## src/rtl/apb_rr_pkg.sv

```systemverilog
// Shared types and constants for the round-robin APB master.
package apb_rr_pkg;

   typedef enum logic [1:0] {StIdle, StSetup, StAccess} apb_state_e;

   localparam int unsigned PROT_W = 3;
   localparam int unsigned AW_DEF = 12;
   localparam int unsigned DW_DEF = 32;

endpackage

```

## src/rtl/rr_pick.sv

```systemverilog
// Combinational round-robin picker: first set request at or after ptr, wrapping.
module rr_pick #(
   parameter  int unsigned NREQ = 4,
   localparam int unsigned IW   = $clog2(NREQ)
) (
   input  logic [NREQ-1:0] req,
   input  logic [IW-1:0]   ptr,
   output logic [NREQ-1:0] grant,
   output logic [IW-1:0]   index,
   output logic            any_grant
);

   localparam logic [IW:0] NREQ_W = (IW + 1)'(NREQ);

   logic [NREQ-1:0] rot;
   logic [IW-1:0]   off;
   logic [IW:0]     sum;
   logic            found;

   always_comb begin
      // Rotating the doubled vector puts requester ptr at bit 0.
      rot   = NREQ'({req, req} >> ptr);
      off   = '0;
      found = 1'b0;
      for (int unsigned i = 0; i < NREQ; i++) begin
         if (rot[i] && !found) begin
            found = 1'b1;
            off   = IW'(i);
         end
      end
      sum = {1'b0, ptr} + {1'b0, off};
      if (sum >= NREQ_W) begin
         sum = sum - NREQ_W;
      end
      index     = sum[IW-1:0];
      any_grant = |req;
      grant     = '0;
      if (any_grant) begin
         grant[index] = 1'b1;
      end
   end

endmodule

```

## src/rtl/apb_rr_master.sv

```systemverilog
// Round-robin APB master: serves NREQ held commands one at a time on a single APB port.
module apb_rr_master
   import apb_rr_pkg::*;
#(
   parameter  int unsigned NREQ = 4,
   parameter  int unsigned AW   = AW_DEF,
   parameter  int unsigned DW   = DW_DEF,
   localparam int unsigned SW   = DW / 8,
   localparam int unsigned IW   = $clog2(NREQ)
) (
   input  logic                     pclk,
   input  logic                     preset,
   input  logic [NREQ-1:0]          req_valid,
   input  logic [NREQ-1:0]          req_write,
   input  logic [NREQ*AW-1:0]       req_addr,
   input  logic [NREQ*DW-1:0]       req_wdata,
   input  logic [NREQ*SW-1:0]       req_strb,
   input  logic [NREQ*PROT_W-1:0]   req_prot,
   output logic [NREQ-1:0]          req_done,
   output logic [DW-1:0]            rsp_rdata,
   output logic                     rsp_slverr,
   output logic                     busy,
   output logic [IW-1:0]            grant_id,
   output logic                     psel,
   output logic                     penable,
   output logic                     pwrite,
   output logic [AW-1:0]            paddr,
   output logic [DW-1:0]            pwdata,
   output logic [SW-1:0]            pstrb,
   output logic [PROT_W-1:0]        pprot,
   input  logic [DW-1:0]            prdata,
   input  logic                     pready,
   input  logic                     pslverr
);

   apb_state_e        state_q, state_d;
   logic              psel_q, psel_d, penable_q, penable_d, pwrite_q, pwrite_d;
   logic [AW-1:0]     paddr_q, paddr_d;
   logic [DW-1:0]     pwdata_q, pwdata_d;
   logic [SW-1:0]     pstrb_q, pstrb_d;
   logic [PROT_W-1:0] pprot_q, pprot_d;
   logic [IW-1:0]     grant_q, grant_d, ptr_q, ptr_d;
   logic [NREQ-1:0]   done_q, done_d;
   logic [DW-1:0]     rdata_q, rdata_d;
   logic              slverr_q, slverr_d, busy_q, busy_d;

   logic [NREQ-1:0]   cand, pick_grant;
   logic [IW-1:0]     pick_idx;
   logic              pick_any;
   logic              sel_write;
   logic [AW-1:0]     sel_addr;
   logic [DW-1:0]     sel_wdata;
   logic [SW-1:0]     sel_strb;
   logic [PROT_W-1:0] sel_prot;

   // A requester whose done pulse is out this cycle may already show its next command.
   assign cand = req_valid & ~done_q;

   rr_pick #(
      .NREQ (NREQ)
   ) u_pick (
      .req       (cand),
      .ptr       (ptr_q),
      .grant     (pick_grant),
      .index     (pick_idx),
      .any_grant (pick_any)
   );

   always_comb begin
      sel_write = 1'b0;
      sel_addr  = '0;
      sel_wdata = '0;
      sel_strb  = '0;
      sel_prot  = '0;
      for (int unsigned i = 0; i < NREQ; i++) begin
         if (pick_grant[i]) begin
            sel_write = req_write[i];
            sel_addr  = req_addr[i*AW +: AW];
            sel_wdata = req_wdata[i*DW +: DW];
            sel_strb  = req_strb[i*SW +: SW];
            sel_prot  = req_prot[i*PROT_W +: PROT_W];
         end
      end
   end

   always_comb begin
      state_d   = state_q;
      psel_d    = psel_q;
      penable_d = penable_q;
      pwrite_d  = pwrite_q;
      paddr_d   = paddr_q;
      pwdata_d  = pwdata_q;
      pstrb_d   = pstrb_q;
      pprot_d   = pprot_q;
      grant_d   = grant_q;
      ptr_d     = ptr_q;
      done_d    = '0;
      rdata_d   = rdata_q;
      slverr_d  = slverr_q;
      busy_d    = busy_q;
      unique case (state_q)
         StIdle: begin
            if (pick_any) begin
               grant_d  = pick_idx;
               pwrite_d = sel_write;
               paddr_d  = sel_addr;
               pwdata_d = sel_wdata;
               pstrb_d  = sel_strb;
               pprot_d  = sel_prot;
               psel_d   = 1'b1;
               busy_d   = 1'b1;
               state_d  = StSetup;
            end
         end
         StSetup: begin
            penable_d = 1'b1;
            state_d   = StAccess;
         end
         StAccess: begin
            if (pready) begin
               psel_d           = 1'b0;
               penable_d        = 1'b0;
               busy_d           = 1'b0;
               done_d[grant_q]  = 1'b1;
               rdata_d          = prdata;
               slverr_d         = pslverr;
               ptr_d            = (grant_q == IW'(NREQ - 1)) ? '0 : grant_q + 1'b1;
               state_d          = StIdle;
            end
         end
         default: state_d = StIdle;
      endcase
   end

   always_ff @(posedge pclk) begin
      if (preset) begin
         state_q   <= StIdle;
         psel_q    <= 1'b0;
         penable_q <= 1'b0;
         pwrite_q  <= 1'b0;
         paddr_q   <= '0;
         pwdata_q  <= '0;
         pstrb_q   <= '0;
         pprot_q   <= '0;
         grant_q   <= '0;
         ptr_q     <= '0;
         done_q    <= '0;
         rdata_q   <= '0;
         slverr_q  <= 1'b0;
         busy_q    <= 1'b0;
      end else begin
         state_q   <= state_d;
         psel_q    <= psel_d;
         penable_q <= penable_d;
         pwrite_q  <= pwrite_d;
         paddr_q   <= paddr_d;
         pwdata_q  <= pwdata_d;
         pstrb_q   <= pstrb_d;
         pprot_q   <= pprot_d;
         grant_q   <= grant_d;
         ptr_q     <= ptr_d;
         done_q    <= done_d;
         rdata_q   <= rdata_d;
         slverr_q  <= slverr_d;
         busy_q    <= busy_d;
      end
   end

   assign psel       = psel_q;
   assign penable    = penable_q;
   assign pwrite     = pwrite_q;
   assign paddr      = paddr_q;
   assign pwdata     = pwdata_q;
   assign pstrb      = pstrb_q;
   assign pprot      = pprot_q;
   assign grant_id   = grant_q;
   assign req_done   = done_q;
   assign rsp_rdata  = rdata_q;
   assign rsp_slverr = slverr_q;
   assign busy       = busy_q;

endmodule

```

## config.mk

```make
export PLATFORM = sky130hd
export DESIGN_NAME = apb_rr_master
export DESIGN_NICKNAME = d
export VERILOG_FILES = /design/src/rtl/apb_rr_pkg.sv /design/src/rtl/rr_pick.sv /design/src/rtl/apb_rr_master.sv
export SDC_FILE = /design/constraint.sdc
export NUM_CORES = 1
export LEC_CHECK = 0
export CAP_MARGIN = 20
export CORE_MARGIN = 2
export CORE_UTILIZATION = 35
export CTS_BUF_LIST = sky130_fd_sc_hd__clkbuf_8
export DETAILED_ROUTE_END_ITERATION = 6
export PLACE_DENSITY = 0.77
export SYNTH_ARGS = -nofsm -noshare
export SYNTH_HDL_FRONTEND = slang
export SYNTH_HIERARCHICAL = 1
export SYNTH_SLANG_ARGS = --single-unit
```

## constraint.sdc

```tcl
create_clock -name pclk -period 3.1 [get_ports pclk]
set_clock_uncertainty 0.2 [all_clocks]
set_input_delay 0.31 -clock pclk [delete_from_list [all_inputs] [get_ports pclk]]
set_output_delay 0.31 -clock pclk [all_outputs]
set_load 0.005 [all_outputs]
```

* After elaboration in Yosys (flattened, before gate mapping)
Index checks and enable logic that the tools add are counted.
Word-level totals: flip-flop bits (word level) 97, input port bits 248, output and inout bits 94, word-level logic and storage cells 89
Operators by class: $add $sub $neg 3, $lt $le $gt $ge 5, eq/ne operators 5, shift-type cells 1, multiplexer cells 40, bitwise operators 4, reductions and logical operators 18
Operators by type and width (count):
- $mux 32 | 4
- $mux 12 | 4
- $mux 4 | 5
- $mux 1 | 12
- $mux 2 | 6
- $mux 3 | 4
- $reduce_and 2->1 | 4
- $shr 8x2->4 | 1
- $lt 2x3->1 const B | 2
- $pmux 2 s3 | 1
- $logic_and 1x1->1 | 5
- $and 4x4->4 | 1
- $demux 1 s2 | 2
- $eq 2x2->1 const B | 2
- $ge 2x1->1 const B | 2
- $ne 2x2->1 const B | 2
- $not 4->4 | 1
- $pmux 1 s2 | 2
- $reduce_bool 2->1 | 2
- $reduce_or 4->1 | 1
- $add 2x2->3 | 1
- $ge 3x3->1 const B | 1
- $logic_not 1->1 | 3
- $reduce_and 3->1 | 1
- 6 further kinds | 7

* Longest topological paths before layout
Gate-level depths: netlist (run 1).
depth after elaboration 25, depth in mapped cells 16, depth with buffers taken out 12

* Hierarchy
Netlist (run 1), hierarchy kept.
Modules (own cells, without submodules):
- apb_rr_master | times used 1, cells each 671, area each 5510.3 um2, seq. area each 1941.9 um2
- rr_pick | times used 1, cells each 41, area each 287.8 um2, seq. area each 0.0 um2

* Worst setup path before layout (run 1)
Ideal clock, no wire load.
path kind input port to flip-flop, start input req_valid[1], end register pprot_q[2], in the netlist pprot[2], library setup time 0.089 ns, arrival 2.818 ns, data required time 2.811 ns, setup slack -0.006 ns, stages on the path 13, buffers on the path 2, cells stage by stage nor2b_1 nor2_1 or4_1 nand3_1 ha_1 xnor2_1 nand2_1 mux2i_1 buf_6 buf_8 a21oi_1 a221o_1 a311oi_2
On the way: elaborated cells between the ends (all ways) 30, classes of those cells add/sub: 2; order compare: 3; shift: 1; mux: 14; bitwise: 1; reduce/logical: 9
RTL lines:
- start, declared | line apb_rr_master.sv:13 | input logic [NREQ-1:0] req_valid,
- $and 4x4->4 * | line apb_rr_master.sv:57 | assign cand = req_valid & ~done_q;
- $shr 8x2->4 | line rr_pick.sv:22 | rot = NREQ'({req, req} >> ptr);
- $mux 1 | line rr_pick.sv:26 | if (rot[i] && !found) begin
- $logic_not 1->1 | line rr_pick.sv:26
- $logic_and 1x1->1 | line rr_pick.sv:26
- $mux 1 | line rr_pick.sv:26
- $logic_not 1->1 | line rr_pick.sv:26
- $logic_and 1x1->1 | line rr_pick.sv:26
- (+6 left out)
- $mux 2 | line rr_pick.sv:32 | if (sum >= NREQ_W) begin
- $lt 2x3->1 (implied by the code) or $ge 2x1->1 (tied branches) | line rr_pick.sv:39 | grant[index] = 1'b1;
- $logic_and 1x1->1 (implied by the code) | line rr_pick.sv:39
- $mux 1 (implied by the code) | line rr_pick.sv:39
- $demux 1 s2
- $mux 4 * | line rr_pick.sv:38 | if (any_grant) begin
- net pick_grant[1] | line apb_rr_master.sv:47 | logic [NREQ-1:0] cand, pick_grant;
- $mux 3 * (3 in series) | line apb_rr_master.sv:76 | if (pick_grant[i]) begin
- end signal, assigned | line apb_rr_master.sv:159 | pprot_q <= pprot_d;
- end, declared | line apb_rr_master.sv:41 | logic [PROT_W-1:0] pprot_q, pprot_d;
The timed path passes the listed nets; every way through them passes the cells marked *. A chain may end at the register's enable or synchronous reset.

* Worst setup path in the final report (run 1)
start register done_q[3], in the netlist req_done[3], end register pwdata_q[19], in the netlist pwdata[19]
On the way: word-level cells in the longest chain between the ends 25, elaborated cells between the ends (all ways) 31, classes of those cells add/sub: 2; order compare: 3; shift: 1; mux: 14; bitwise: 2; reduce/logical: 9
Ends and longest elaborated chain:
- start, declared | line apb_rr_master.sv:43 | logic [NREQ-1:0] done_q, done_d;
- start signal, assigned | line apb_rr_master.sv:162 | done_q <= done_d;
- $not 4->4 * | line apb_rr_master.sv:57
- $and 4x4->4 * | line apb_rr_master.sv:57
- net cand[3] | line apb_rr_master.sv:47
- $shr 8x2->4 | line rr_pick.sv:22
- $mux 1 | line rr_pick.sv:26
- $logic_not 1->1 | line rr_pick.sv:26
- $logic_and 1x1->1 | line rr_pick.sv:26
- $mux 1 | line rr_pick.sv:26
- (+8 left out)
- $mux 2 | line rr_pick.sv:32
- $lt 2x3->1 (implied by the code) or $ge 2x1->1 (tied branches) | line rr_pick.sv:39
- $logic_and 1x1->1 (implied by the code) | line rr_pick.sv:39
- $mux 1 (implied by the code) | line rr_pick.sv:39
- $demux 1 s2
- $mux 4 * | line rr_pick.sv:38
- net pick_grant[0] | line apb_rr_master.sv:47
- $mux 32 * (4 in series) | line apb_rr_master.sv:76
- end signal, assigned | line apb_rr_master.sv:157 | pwdata_q <= pwdata_d;
- end, declared | line apb_rr_master.sv:39 | logic [DW-1:0] pwdata_q, pwdata_d;
Marks and branches as above.

==> out/metrics.cfg, run 1 <==
[setup_path]
criticalPathCategory=flop to flop
r2r_setup_slack_ns=-0.05
worstPathCellList=nor2b_4 -> buf_4 -> buf_4 -> or4b_4 -> o211ai_4 -> buf_6 -> mux2i_4 -> buf_4 -> nand3b_1 -> a221o_1 -> a311oi_2
max_stage_delay_ns=0.53
worst_setup_path_end_kind=flop
r2r-start=req_done[3]$_SDFF_PP0_
critical_path.startpoint_type=flop
worst-endpoint-required_ns=3.19
startpoint=req_done[3]$_SDFF_PP0_
crit_path_frequent_cell=buf_4
path_max_fanout=13
crit_arrival_ns=3.24
r2r_cells=11
crit_slowest_cell=or4b_4
reg2reg_to=pwdata[19]$_SDFFE_PP0P_

[detailed_routing]
first_pass_iters=5
drc=0
viasPerCell=5.251
wl_per_cell_um=18.41
vias=6800
ant_nets=0
routed_wl_um=23850
drt_iter0_drc=349

[hold_path]
hold_start=preset
hold_depth=2
min_path_type=input pin to flop
min_to=rsp_rdata[18]$_SDFFE_PP0P_

[floorplanning]
die_x_um=132.7
die_y_um=132.7
initial_utilization_pct=35.34
io_pins=342
core_mm2=0.01641
placementRows=47
fp.dieArea_mm2=0.01761

[cells_and_area]
utilization_pct=65.05
final_nets=1323
multi_input_area_mm2=0.003506
drive_above_1_share_pct=17.21
diodes=0
nFillCells=1373
regArea_mm2=0.001948
syn_to_final_growth_pct=84.07

[timing]
min_period_ns=3.154
slew_viol_final=0
tightest_slew_ns=0.6475
finalSetupViolations=9
fin_crit_sh_pct=101.7
relSlewSlack_pct=56.65
setup-tns-final_ns=-0.2037
fmax_ghz=0.3171
rsz0062_at_grt=yes
setup_ws_ns=-0.05375
hold_viol_final=0
timing.hold.ws_ns=0.2048

[clocking]
clkLatencyLatePin_ns=0.38
cts_buffers=9
cts.sink_count=97
holdBufCountCts=0
htreeDepth=3
tritoncts=done
clockBufferDepth=2
root_buffer=clkbuf_8
clkTransAtPathRegs_ns=0.10

[global_route]
grt_usage_pct=24.22
overflow=0
first_global_vias=6461
antenna_found_initial=0
grt_pass1_wl_um=34040
grt_max_degree=51

[yosys]
syn-mean-instance-area_um2=8.143
synth_warnings=6
synth_edf_count=0
synth_seq_cells=97
syn-num-nets=965
ys.flop_type=dfxtp_1
syn-cell-area_mm2=0.005798
synth_seq_area_share_pct=33.49
ys_types=35
syn_inst=712
postSynth.asyncResetShare_pct=0

[placement]
numPortBuffers=341
hpwlAfterDp_um=15410
place_congestion=0.8645

[power]
leakagePower_uw=0.003965
power.density_mw_per_mm2=417.9
ir_worst_vdd_mv=0.2162

[job]
maxCapViolations=0

[outcome]
violations=setup timing
status=complete, but fails checks

## synthesized netlist by cell type, types with 3 or more instances
| cell | count | share of area [%] |
|---|---|---|
| nand2_1 | 128 | 8.3 |
| dfxtp_1 | 97 | 33 |
| a21oi_1 | 90 | 7.8 |
| nor2_1 | 61 | 3.9 |
| inv_1 | 56 | 3.6 |
| nand3b_1 | 53 | 6.9 |
| a221o_1 | 52 | 9.0 |
| a311oi_2 | 48 | 12 |
| clkbuf_1 | 34 | 2.2 |
| buf_2 | 27 | 2.3 |
| nor2b_1 | 8 | 0.86 |
| mux2i_1 | 7 | 1.2 |
| nor3b_1 | 6 | 0.78 |
| buf_8 | 5 | 1.3 |
| ha_1 | 5 | 1.1 |
| a311oi_1 | 4 | 0.60 |
| buf_4 | 4 | 0.52 |
| buf_6 | 4 | 0.78 |
| nand2b_1 | 3 | 0.32 |
## per-stage QoR
step           total power (µW)  setup slack (ns)  std cells  area, µm²
2_1_floorplan              2420           0.01860        712       5801
3_3_place_gp               3225           -0.4495       1240       9582
3_5_place_dp               3252           -0.5463       1240       9582
4_1_cts                    4290          -0.04403       1273      10180
5_1_grt                    4689           -0.1948       1295      10670
6_report                   4461          -0.05375       1295      10670
## sequential cells by signal, indices dropped and copies added (netlist names), 2 cells and up
| signal | count |
|---|---|
| pstrb | 4 |
| state_q | 2 |
| paddr | 12 |
| req_done | 4 |
| ptr_q | 2 |
| grant_id | 2 |
| rsp_rdata | 32 |
| pwdata | 32 |
| pprot | 3 |
## cell type report
cell class | instances | area share (%)
timing repair buffer | 422 | 42.46
clock buffer | 9 | 1.161
inverter | 56 | 1.970
clock inverter | 7 | 0.7268
multi-input combinational | 484 | 32.85
sequential | 97 | 18.25
tap | 220 | 2.579
## kinds of logic after synthesis
| group | synth area share [%] |
|---|---|
| AND/OR/NAND/NOR | 22.05 |
| XOR/XNOR | 0.4533 |
| AO/OA/AOI/OAI | 30.84 |
| buffers and inverters | 10.88 |
| multiplexers | 1.209 |
| flip-flops | 33.49 |
| adder cells (fa/ha/maj) | 1.079 |
## layout by cell type, fill, tap and decap left out, types with 3 or more instances in the layout
cell | netlist | layout
dfxtp_1 | 97 | 92
mux2i_4 | 0 | 5
dfxtp_2 | 0 | 5
mux2i_1 | 7 | 3
nand2_4 | 0 | 4
nand3b_1 | 53 | 53
nor3b_1 | 6 | 5
buf_4 | 4 | 38
buf_8 | 5 | 3
ha_1 | 5 | 4
inv_1 | 56 | 56
buf_6 | 4 | 12
clkbuf_8 | 0 | 9
clkbuf_16 | 0 | 9
a311oi_1 | 4 | 4
clkdlybuf4s50_1 | 0 | 337
nor2_1 | 61 | 59
buf_12 | 0 | 15
a21oi_2 | 0 | 4
nand2_1 | 128 | 123
a21oi_1 | 90 | 86
nor2b_1 | 8 | 3
a221o_1 | 52 | 52
buf_16 | 0 | 5
a311oi_2 | 48 | 48
nand2b_1 | 3 | 3
nor2b_4 | 0 | 5
## timing repair
action                     in CTS  in global routing
buffers inserted               10                 14
gates resized for setup        33                 40
gates cloned                    7                 11
setup endpoints to repair      52                 52
pin swaps                       4                 18
## critical path: cells and delay by family, from the launching register on
family          cells  cell delay [ns]
flops               1             0.36
simple gates        3             0.67
mux                 1             0.31
buf+inv             4             0.71
compound gates      3             0.81
## metal layers
metal	track usage [%]	vias up	routed length (µm)
met2	43.01	314	11800
met5	0	-	0
met3	5.134	54	1664
met1	28.48	3181	9561
met4	9.438	0	826
li1	-	3251	-
## power by group
group          switching [µW]  internal, µW
Clock                     494           381
Combinational             872          1240
Sequential               83.6          1390
## worst max-delay path by stage
stage / depth (start not counted) / to / slack [ns]
6_report: 11 / pwdata[19]$_SDFFE_PP0P_ / -0.05
3_3_place_gp: 13 / pstrb[0]$_SDFFE_PP0P_ / -0.45
3_5_place_dp: 13 / pwdata[22]$_SDFFE_PP0P_ / -0.55
2_1_floorplan: 13 / pprot[2]$_SDFFE_PP0P_ / 0.02
4_1_cts: 14 / pstrb[0]$_SDFFE_PP0P_ / -0.04
5_1_grt: 14 / paddr[2]$_SDFFE_PP0P_ / -0.19
Note: power is estimated with default switching activity, not from simulation.
==> inputs of run 2 (changes only) <==
--- a/config.mk
+++ b/config.mk
@@ -5,12 +5,12 @@
 export SDC_FILE = /design/constraint.sdc
 export NUM_CORES = 1
 export LEC_CHECK = 0
-export CAP_MARGIN = 20
+export CAP_MARGIN = 0
 export CORE_MARGIN = 2
 export CORE_UTILIZATION = 35
 export CTS_BUF_LIST = sky130_fd_sc_hd__clkbuf_8
 export DETAILED_ROUTE_END_ITERATION = 6
-export PLACE_DENSITY = 0.77
+export PLACE_DENSITY_LB_ADDON = 0.1
 export SYNTH_ARGS = -nofsm -noshare
 export SYNTH_HDL_FRONTEND = slang
 export SYNTH_HIERARCHICAL = 1
==> out/metrics.cfg, run 2 (synthesis results as in run 1) <==
[global_route]
overflow=0  ; unchanged
grt_max_degree=74  ; +45%
antenna_found_initial=0  ; unchanged
first_global_vias=6119  ; -5.3%
grt_pass1_wl_um=32660  ; -4.1%
grt_usage_pct=23.39  ; -0.84 points

[clocking]
holdBufCountCts=0  ; unchanged
clkTransAtPathRegs_ns=0.11  ; about the same
cts_buffers=9  ; unchanged
cts.sink_count=97  ; unchanged
clkLatencyLatePin_ns=0.38  ; about the same
tritoncts=done
clockBufferDepth=2  ; unchanged
root_buffer=clkbuf_8
htreeDepth=3  ; unchanged

[setup_path]
endpoint=paddr[0]$_SDFFE_PP0P_
critical_path.startpoint_type=input pin
critical_path_cell_count=14  ; +3
r2r-start=req_done[3]$_SDFF_PP0_
worst_setup_path_end_kind=flop
worst-endpoint-required_ns=3.20  ; about the same
cp_top_family=simple AND/OR/NAND/NOR gates
r2r_cells=14  ; +3
worstPathCellList=clkdlybuf4s50_1 -> nor2b_2 -> or4_4 -> nand3_4 -> ha_4 -> nor2b_4 -> nand2_2 -> mux2i_4 -> buf_12 -> buf_12 -> buf_16 -> nand3b_1 -> a221o_1 -> a311oi_2
max_stage_delay_ns=0.55  ; +0.02 ns
crit_buf_inv=4  ; unchanged
path_max_fanout=6  ; -7
reg2reg_to=paddr[0]$_SDFFE_PP0P_
startpoint=req_valid[0]
criticalPathCategory=input pin to flop
r2r_setup_slack_ns=-0.05  ; about the same
crit_slowest_cell=or4_4
crit_arrival_ns=3.29  ; +0.05 ns
crit_path_frequent_cell=buf_12

[timing]
tightest_slew_ns=0.8586  ; +0.2111 ns
fin_crit_sh_pct=102.8  ; +1.1 points
rsz0062_at_grt=yes
slew_viol_final=0  ; unchanged
relSlewSlack_pct=42.76  ; -14 points
hold_viol_final=0  ; unchanged
fmax_ghz=0.3138  ; -1.0%
finalSetupViolations=38  ; +29
min_period_ns=3.187  ; +0.03343 ns
timing.hold.ws_ns=0.2558  ; +0.05099 ns
setup_ws_ns=-0.08718  ; -0.03343 ns

[power]
ir_worst_vdd_mv=0.1892  ; -12%
leakagePower_uw=0.003741  ; -5.7%
power_uw=4276  ; -4.1%
power.density_mw_per_mm2=417.7  ; about the same

[cells_and_area]
layout.cells.non_filler=1268  ; -2.1%
final_common_cell=clkdlybuf4s50_1
utilization_pct=62.39  ; -2.7 points
nFillCells=1490  ; +8.5%
diodes=0  ; unchanged
syn_to_final_growth_pct=76.54
layout_common_cells=338 x clkdlybuf4s50_1, 124 x nand2_1, 94 x dfxtp_1
final_nets=1296  ; -2.0%
drive_above_1_share_pct=14.31  ; -2.9 points

[floorplanning]
initial_utilization_pct=35.34  ; unchanged
die_x_um=132.7  ; unchanged
die_y_um=132.7  ; unchanged
fp.dieArea_mm2=0.01761  ; unchanged
core_mm2=0.01641  ; unchanged
io_pins=342  ; unchanged
placementRows=47  ; unchanged

[detailed_routing]
first_pass_iters=5  ; unchanged
wl_per_cell_um=16.93  ; -8.0%
ant_nets=0  ; unchanged
viasPerCell=5.104  ; -2.8%
drc=0  ; unchanged
vias=6472  ; -4.8%
drt_iter0_drc=281  ; -19%
routed_wl_um=21470  ; -10%

[hold_path]
min_path_type=input pin to flop

[placement]
numPortBuffers=341  ; unchanged
hpwlAfterDp_um=14960  ; -2.9%
place_congestion=0.8525  ; -1.4%
placed_cells=1233  ; -0.56%

[outcome]
status=complete, but fails checks
violations=setup timing

[job]
maxCapViolations=0  ; unchanged

run 2: changes by cell type in the layout (fill, tap and decap cells not counted), moves of 4 or more:
cell | before | now
buf_4 | 38 | 26
buf_6 | 12 | 6
a21oi_2 | 4 | 0
clkbuf_16 | 9 | 2
a21oi_1 | 86 | 90
nand2_4 | 4 | 0
run 2: worst min path at each step:
stage / startpoint / end / slack, ns / depth (start not counted)
2_1_floorplan: ptr_q[1]$_SDFFE_PP0P_ / ptr_q[1]$_SDFFE_PP0P_ / 0.23 / 2
3_3_place_gp: rsp_rdata[20]$_SDFFE_PP0P_ / rsp_rdata[20]$_SDFFE_PP0P_ / 0.24 / 2
3_5_place_dp: rsp_rdata[2]$_SDFFE_PP0P_ / rsp_rdata[2]$_SDFFE_PP0P_ / 0.25 / 2
4_1_cts: prdata[21] / rsp_rdata[21]$_SDFFE_PP0P_ / 0.24 / 3
5_1_grt: prdata[19] / rsp_rdata[19]$_SDFFE_PP0P_ / 0.24 / 3
6_report: prdata[11] / rsp_rdata[11]$_SDFFE_PP0P_ / 0.26 / 3
run 2: cell type report:
| class | instances | area [µm²] | area share, % |
|---|---|---|---|
| Timing Repair Buffer | 396 | 4202 | 41.05 |
| Multi-Input combinational cell | 483 | 3408 | 33.30 |
| Sequential cell | 97 | 1946 | 19.01 |
| Tap cell | 220 | 275.3 | 2.689 |
| Inverter | 56 | 210.2 | 2.054 |
| Clock buffer | 11 | 151.4 | 1.479 |
| Clock inverter | 5 | 43.79 | 0.4278 |
run 2: worst register-to-register path: stages (launching register included):
cell	delay [ns]
dfxtp_2	0.35
nor2b_4	0.14
nor2_2	0.06
or4_4	0.49
nand3_4	0.09
ha_4	0.21
nor2b_4	0.13
nand2_2	0.12
mux2i_4	0.09
buf_12	0.17
buf_12	0.15
buf_16	0.14
nand3b_1	0.17
a221o_1	0.32
a311oi_2	0.25
run 2: metrics by stage:
stage	TNS (ns)	area (µm²)	setup slack, ns
floorplan	0	5801	0.01860
global placement	-22.08	9517	-0.4526
detailed placement	-25.89	9517	-0.5263
CTS	-0.7232	10080	-0.04779
global route	-7.419	10240	-0.1883
finish	-1.114	10240	-0.08718
run 2: timing repair:
item,in CTS,in global routing
endpoints found under the setup margin,52,52
pin swaps,13,10
gates cloned,7,2
gates resized for setup,32,17
buffers inserted,7,3
run 2: per-layer routing:
layer	part of all wire, %	wire, µm	vias up	global-route usage (%)
met1	40	8582	2998	27.06
li1	-	-	3186	-
met2	50	10760	245	41.42
met4	3.4	720	0	9.797
met5	0	0	-	0
met3	6.5	1405	43	5.364
run 2: where the power goes:
group	internal (µW)	total, µW	switching [µW]
Combinational	1160	1960	796
Clock	348	851	502
Sequential	1390	1470	78.1
Total	2900	4280	1380
==> inputs of run 3 (changes only) <==
==> constraint.sdc (replaced) <==
create_clock -name pclk -period 3.1 [get_ports pclk]
set_clock_uncertainty 0.2 [all_clocks]
set_input_delay 0.31 -clock pclk [delete_from_list [all_inputs] [get_ports pclk]]
set_output_delay 0.31 -clock pclk [all_outputs]
set_load 0.01 [all_outputs]
==> results of run 3 <==
Same layout as run 2 (identical final DEF). Status: complete, but fails checks: setup timing.
Among the figures that moved: total power 4276 µW -> 4329 µW; worst IR drop on VDD 0.1892 mV -> 0.1908 mV
